[src/rtl/l1_mem_arbiter_if.sv]
// -----------------------------------------------------------------------------
// Ram_if
//
// Purpose:
//   Single-port memory access bundle shared by the L1 arbiter, its two
//   requesters and the L1 data memory behind it. One access per cycle,
//   read data returned one cycle after the accepting cycle, stall via delay.
//
// Signals:
//   en      access request / strobe
//   we      1 = write, 0 = read
//   be      byte enables, one bit per 8-bit lane (DATA_WIDTH/8 bits)
//   addr    word address
//   data_w  write data
//   data_r  read data (registered, valid the cycle after a completed read)
//   delay   stall: the access presented this cycle is not accepted
//
// Modports:
//   memory  the side that serves accesses (en..data_w in, data_r/delay out)
//   client  the side that issues accesses (en..data_w out, data_r/delay in)
// -----------------------------------------------------------------------------
interface Ram_if #(
    parameter int ADDR_WIDTH = 10,
    parameter int DATA_WIDTH = 32
);
    logic                    en;
    logic                    we;
    logic [DATA_WIDTH/8-1:0] be;
    logic [ADDR_WIDTH-1:0]   addr;
    logic [DATA_WIDTH-1:0]   data_w;
    logic [DATA_WIDTH-1:0]   data_r;
    logic                    delay;

    modport memory (
        input  en,
        input  we,
        input  be,
        input  addr,
        input  data_w,
        output data_r,
        output delay
    );

    modport client (
        output en,
        output we,
        output be,
        output addr,
        output data_w,
        input  data_r,
        input  delay
    );
endinterface

[src/rtl/l1_mem_arbiter.sv]
// -----------------------------------------------------------------------------
// l1_mem_arbiter
//
// Purpose:
//   Shares one single-port L1 data memory between two requesters. Each cycle
//   at most one access is forwarded to the memory; a requester that loses the
//   grant, or whose granted access is stalled by the memory, sees delay=1 and
//   must hold its access. Read data from the memory is steered back to the
//   requester that issued the read, and each requester's data_r stays stable
//   until its next read returns.
//
// Parameters:
//   ADDR_WIDTH  word address width (matches the memory)
//   DATA_WIDTH  data width, multiple of 8
//   FIXED_PRIO  0: round-robin on contention, 1: port 0 always wins
//
// Ports:
//   clk           clock, rising edge
//   reset         asynchronous, active-low reset
//   req0, req1    requester ports (Ram_if.memory)
//   mem           port to the L1 memory (Ram_if.client)
//   conflict_cnt  saturating count of cycles with both requesters active
// -----------------------------------------------------------------------------
module l1_mem_arbiter #(
    parameter int ADDR_WIDTH = 10,
    parameter int DATA_WIDTH = 32,
    parameter bit FIXED_PRIO = 1'b0
) (
    input  logic        clk,
    input  logic        reset,
    Ram_if.memory       req0,
    Ram_if.memory       req1,
    Ram_if.client       mem,
    output logic [15:0] conflict_cnt
);

    // Saturating increment for the contention counter.
    function automatic logic [15:0] sat_inc(input logic [15:0] v);
        return (v == 16'hFFFF) ? v : v + 16'd1;
    endfunction

    logic                  both;
    logic                  any_req;
    logic                  win;        // 0: port 0 granted, 1: port 1 granted
    logic                  last_win;   // winner of the last accepted contested cycle
    logic                  delay0;
    logic                  delay1;
    logic                  done0;
    logic                  done1;
    logic [1:0]            rsel;
    logic [1:0]            rsel_nxt;
    logic [DATA_WIDTH-1:0] hold0;
    logic [DATA_WIDTH-1:0] hold1;

    // ---- request cycle: grant decision and forwarding ----------------------
    always_comb begin
        both    = req0.en & req1.en;
        any_req = reset & (req0.en | req1.en);
        if (both) begin
            // Round-robin hands the contested cycle to whoever lost last time.
            win = FIXED_PRIO ? 1'b0 : ~last_win;
        end else begin
            win = ~req0.en;
        end
    end

    always_comb begin
        mem.en     = any_req;
        mem.we     = 1'b0;
        mem.be     = '0;
        mem.addr   = '0;
        mem.data_w = '0;
        if (any_req) begin
            if (win) begin
                mem.we     = req1.we;
                mem.be     = req1.be;
                mem.addr   = req1.addr;
                mem.data_w = req1.data_w;
            end else begin
                mem.we     = req0.we;
                mem.be     = req0.be;
                mem.addr   = req0.addr;
                mem.data_w = req0.data_w;
            end
        end
    end

    // Stall depends only on requests, the grant and the memory stall, never on
    // returning read data.
    assign delay0     = reset & req0.en & (win | mem.delay);
    assign delay1     = reset & req1.en & (~win | mem.delay);
    assign req0.delay = delay0;
    assign req1.delay = delay1;

    assign done0    = req0.en & ~delay0;
    assign done1    = req1.en & ~delay1;
    assign rsel_nxt = {done1 & ~req1.we, done0 & ~req0.we};

    // ---- return cycle: steer registered memory data to the reader ---------
    // The reader sees the memory output directly in the return cycle and its
    // private hold register afterwards, so data_r never glitches to another
    // port's read data.
    assign req0.data_r = rsel[0] ? mem.data_r : hold0;
    assign req1.data_r = rsel[1] ? mem.data_r : hold1;

    always_ff @(posedge clk or negedge reset) begin
        if (!reset) begin
            last_win     <= 1'b1;
            rsel         <= 2'b00;
            hold0        <= '0;
            hold1        <= '0;
            conflict_cnt <= 16'd0;
        end else begin
            // A contested cycle stalled by the memory is replayed with the
            // same winner, so fairness only advances on accepted accesses.
            if (both && !mem.delay) begin
                last_win <= win;
            end
            rsel <= rsel_nxt;
            if (rsel[0]) begin
                hold0 <= mem.data_r;
            end
            if (rsel[1]) begin
                hold1 <= mem.data_r;
            end
            if (both) begin
                conflict_cnt <= sat_inc(conflict_cnt);
            end
        end
    end

endmodule

[src/flat_wrapper.sv]
// flat-port wrapper written by rule: the top's interface ports become plain ports
module l1_mem_arbiter_flat 
#(
    parameter int ADDR_WIDTH = 10,
    parameter int DATA_WIDTH = 32,
    parameter bit FIXED_PRIO = 1'b0
)
  (clk, reset, conflict_cnt, req0_en, req0_we, req0_be, req0_addr, req0_data_w, req0_data_r, req0_delay, req1_en, req1_we, req1_be, req1_addr, req1_data_w, req1_data_r, req1_delay, mem_en, mem_we, mem_be, mem_addr, mem_data_w, mem_data_r, mem_delay);
  Ram_if #(.ADDR_WIDTH(ADDR_WIDTH), .DATA_WIDTH(DATA_WIDTH)) req0_i ();
  Ram_if #(.ADDR_WIDTH(ADDR_WIDTH), .DATA_WIDTH(DATA_WIDTH)) req1_i ();
  Ram_if #(.ADDR_WIDTH(ADDR_WIDTH), .DATA_WIDTH(DATA_WIDTH)) mem_i ();
  input  logic clk;
  input  logic reset;
  output logic [15:0] conflict_cnt;
  input wire logic [$bits(req0_i.en)-1:0] req0_en;
  input wire logic [$bits(req0_i.we)-1:0] req0_we;
  input wire logic [$bits(req0_i.be)-1:0] req0_be;
  input wire logic [$bits(req0_i.addr)-1:0] req0_addr;
  input wire logic [$bits(req0_i.data_w)-1:0] req0_data_w;
  output wire logic [$bits(req0_i.data_r)-1:0] req0_data_r;
  output wire logic [$bits(req0_i.delay)-1:0] req0_delay;
  input wire logic [$bits(req1_i.en)-1:0] req1_en;
  input wire logic [$bits(req1_i.we)-1:0] req1_we;
  input wire logic [$bits(req1_i.be)-1:0] req1_be;
  input wire logic [$bits(req1_i.addr)-1:0] req1_addr;
  input wire logic [$bits(req1_i.data_w)-1:0] req1_data_w;
  output wire logic [$bits(req1_i.data_r)-1:0] req1_data_r;
  output wire logic [$bits(req1_i.delay)-1:0] req1_delay;
  output wire logic [$bits(mem_i.en)-1:0] mem_en;
  output wire logic [$bits(mem_i.we)-1:0] mem_we;
  output wire logic [$bits(mem_i.be)-1:0] mem_be;
  output wire logic [$bits(mem_i.addr)-1:0] mem_addr;
  output wire logic [$bits(mem_i.data_w)-1:0] mem_data_w;
  input wire logic [$bits(mem_i.data_r)-1:0] mem_data_r;
  input wire logic [$bits(mem_i.delay)-1:0] mem_delay;
  assign req0_i.en = req0_en;
  assign req0_i.we = req0_we;
  assign req0_i.be = req0_be;
  assign req0_i.addr = req0_addr;
  assign req0_i.data_w = req0_data_w;
  assign req0_data_r = req0_i.data_r;
  assign req0_delay = req0_i.delay;
  assign req1_i.en = req1_en;
  assign req1_i.we = req1_we;
  assign req1_i.be = req1_be;
  assign req1_i.addr = req1_addr;
  assign req1_i.data_w = req1_data_w;
  assign req1_data_r = req1_i.data_r;
  assign req1_delay = req1_i.delay;
  assign mem_en = mem_i.en;
  assign mem_we = mem_i.we;
  assign mem_be = mem_i.be;
  assign mem_addr = mem_i.addr;
  assign mem_data_w = mem_i.data_w;
  assign mem_i.data_r = mem_data_r;
  assign mem_i.delay = mem_delay;
  l1_mem_arbiter #(.ADDR_WIDTH(ADDR_WIDTH), .DATA_WIDTH(DATA_WIDTH), .FIXED_PRIO(FIXED_PRIO)) u_core (.clk(clk), .reset(reset), .req0(req0_i), .req1(req1_i), .mem(mem_i), .conflict_cnt(conflict_cnt));
endmodule
[config.mk]
export PLATFORM = sky130hd
export DESIGN_NAME = l1_mem_arbiter_flat
export DESIGN_NICKNAME = d
export VERILOG_FILES = /design/src/rtl/l1_mem_arbiter_if.sv /design/src/rtl/l1_mem_arbiter.sv /design/src/flat_wrapper.sv
export SDC_FILE = /design/constraint.sdc
export NUM_CORES = 1
export LEC_CHECK = 0
export CAP_MARGIN = 20
export CORE_UTILIZATION = 36
export DETAILED_ROUTE_END_ITERATION = 16
export PLACE_DENSITY = 0.82
export REMOVE_ABC_BUFFERS = 1
export SLEW_MARGIN = 0
export SYNTH_ARGS = -nofsm -noshare
export SYNTH_HDL_FRONTEND = slang
export SYNTH_SLANG_ARGS = --single-unit
[constraint.sdc]
create_clock -name clk -period 2.2 [get_ports clk]
set_clock_uncertainty 0.2 [all_clocks]
set_input_delay 0.33 -clock clk [delete_from_list [all_inputs] [get_ports clk]]
set_output_delay 0.33 -clock clk [all_outputs]
set_load 0.01 [all_outputs]
==> run_results.csv <==
group,metric,value,unit
status,status,"finished, violations left",
status,violations,"negative setup slack",
final_layout,mostFrequentLayoutCells,"clkdlybuf4s50_1, nand2_1, dfrtp_1, mux2_2, clkbuf_2",
final_layout,syn_to_final_growth,77.5,%
yosys,syn-cell-area,0.00397,mm2
final_layout,nNetsFinal,802,
die,die_h,107,um
setup_path,cp.required,1670,ps
yosys,yosysWarnings,0,
placed_design,port_buffers,260,
detailed_routing,drc_errors,0,
timing,fin_crit_sh,1.04,
die,dieArea,0.0115,mm2
final_layout,finalCoreUtilization,0.671,
timing,setup_ws,-90.4,ps
detailed_routing,drtAntennaViolNets,0,
job,drv_cap,0,
yosys,ys_seq_elements,83,
placed_design,dp_hpwl,10300,um
setup_path,worst-setup-path-type,"reg2out",
cts,cts_root_buffer,"clkbuf_8",
detailed_routing,drt_iter0_drc,121,
die,ios,261,
timing,fin_tns_setup,-1180,ps
timing,relSlewSlack,0.477,
timing,setup_viol,40,
setup_path,critPathLaunch,"u_core.last_win",
global_route,grt_antenna_before_repair,1,
detailed_routing,viasPerCell,4.99,
yosys,syn_inst,384,
timing,fin_crit,2290,ps
final_layout,drive_gt1_frac,0.400,
detailed_routing,wirelength,14700,um
power_and_ir_drop,powerDensity,712,mW/mm2
timing,fmax,437,MHz
setup_path,setup.worst_path.end_class,"primary output",
setup_path,crit_fanout,9,
die,rows,37,
timing,rsz0062_at_grt,"true",
die,fp.dieW,107,um
cts,cts_made_buffers,9,
timing,slew_viol_final,0,
cts,cts_tree,"built",
setup_path,arrival,1760,ps
detailed_routing,drt-wirelength-per-cell,18.2,um
die,floorplan.initialDensity,0.378,
global_route,grt_pass1_wl,21100,um
final_layout,n_antenna_cell,0,
yosys,ys_types,28,
power_and_ir_drop,vdd_drop_max,0.410,mV
yosys,synth-seq-area-share,0.523,
cts,h-tree-depth,3,
cts,clk_pin_slew,80,ps
timing,fin_hold_ws,16.6,ps
timing,hold_violations,0,
setup_path,reg2reg_from,"u_core.conflict_cnt[1]",
die,core,0.0105,mm2
power_and_ir_drop,p_leak,3.27,nW
timing,tightest_slew,784,ps
global_route,grtUsageTotal,0.239,
cts,clk_latency,340,ps
cts,clock_path_buffers,2,
cts,cts.sinks,83,
final_layout,final_common_cell,"clkdlybuf4s50_1",
worst_hold_path,hp-class,"in2async",
detailed_routing,dr.pass1.iters,4,
global_route,grt_pass1_vias,4175,
global_route,globalRouteOverflowTotal,0,
yosys,syn_area_per_cell,10.3,um2
global_route,grt_max_degree,64,
setup_path,worstSetupStartpointType,"register",
final_layout,fill_cells,861,
placed_design,gp_congestion,0.820,
detailed_routing,vias,4048,
cell type report:
class / instances / area [um2] / share of cell area
clock inverters: 6 / 71.3 / 0.0101
repair buffers: 298 / 2620 / 0.372
clock buffers: 10 / 138 / 0.0195
well taps: 136 / 170 / 0.0241
multi-input cells: 275 / 1960 / 0.278
flip-flops and latches: 83 / 2080 / 0.295
inverters: 3 / 11.3 / 0.00160
metrics by stage:
| step | setup slack, ps | area [um2] | instances | total power [mW] |
|---|---|---|---|---|
| floorplan | -1510 | 3880 | 361 | 2.72 |
| finish | -90.4 | 7050 | 811 | 5.02 |
| CTS | -204 | 6990 | 801 | 5.00 |
| global placement | -476 | 6870 | 774 | 3.92 |
| detailed placement | -465 | 6870 | 774 | 3.99 |
| global route | -173 | 7050 | 811 | 5.30 |
worst paths after layout:
| path | to | slack [ps] | cells past startpoint |
|---|---|---|---|
| setup / recovery | mem_addr[1] | -90 | 6 |
| hold / removal | u_core.rsel[0] | 20 | 2 |
| setup reg to reg | u_core.conflict_cnt[1] | 120 | 5 |
| hold reg to reg | u_core.hold1[23] | 300 | 1 |
| max in group asynchronous | u_core.last_win | 1180 | 3 |
| min in group clk | u_core.rsel[1] | 220 | 4 |
layer usage:
layer | track usage | routed length (um) | vias to the layer above
met5 | 0 | 0 | -
met4 | 0.0714 | 291 | 0
met3 | 0.0608 | 986 | 20
met2 | 0.449 | 7960 | 164
met1 | 0.262 | 5490 | 1984
li1 | - | - | 1880
Yosys cell counts:
library cell / instances / area (um2)
nand4_1: 6 / 37.5
nor3_1: 7 / 35.0
nand3_1: 5 / 25.0
mux2_2: 67 / 754
nor2_2: 1 / 6.26
and3_1: 1 / 6.26
nand4_4: 1 / 21.3
nor4_1: 2 / 12.5
and2_1: 1 / 6.26
dfstp_2: 1 / 26.3
a21oi_1: 50 / 250
dfrtp_1: 82 / 2050
clkbuf_1: 13 / 48.8
buf_1: 7 / 26.3
ha_1: 1 / 12.5
buf_2: 3 / 15.0
or2_1: 1 / 6.26
inv_1: 3 / 11.3
nor3b_1: 4 / 30.0
and4_1: 1 / 8.76
nor4b_4: 1 / 23.8
xor2_1: 11 / 96.3
nand2b_1: 2 / 12.5
nor2_1: 4 / 15.0
nand4_2: 1 / 12.5
o21ai_0: 4 / 20.0
nand2_1: 103 / 387
mux2_4: 1 / 15.0
worst max-delay path, cell delays in order, from the launching register on:
cell and delay (ps):
dfstp_2 550, nand2b_4 130, and2_4 200, buf_8 140, nand2_1 80, a21oi_2 170, buf_2 160
logic make-up after synthesis:
family / Yosys count / share of synthesized area
flops: 83 / 0.523
xor+xnor: 11 / 0.0242
compound gates: 54 / 0.0680
simple gates: 141 / 0.162
mux: 68 / 0.194
fa+ha+maj: 1 / 0.00315
buf+inv: 26 / 0.0255
power breakdown:
part / switching (mW) / internal, mW / leakage [nW]
logic: 0.905 / 1.03 / 2.18
clock network: 0.560 / 0.570 / 0.105
registers: 0.152 / 1.80 / 0.994
total: 1.62 / 3.40 / 3.27
registers in the layout, indices dropped and copies added, names as in the netlist:
register	flops
u_core.hold0	32
u_core.last_win	1
u_core.rsel	2
u_core.hold1	32
u_core.conflict_cnt	16
timing repair:
| item | CTS | global route |
|---|---|---|
| setup endpoints to repair | 114 | 94 |
| hold endpoints to repair | 19 | 0 |
| gates resized for setup | 310 | 135 |
| hold buffers | 1 | 0 |
| pin swaps | 3 | 2 |
| gates cloned | 4 | 5 |
| setup buffers | 6 | 6 |
Note: power is estimated with default switching activity, not from simulation.
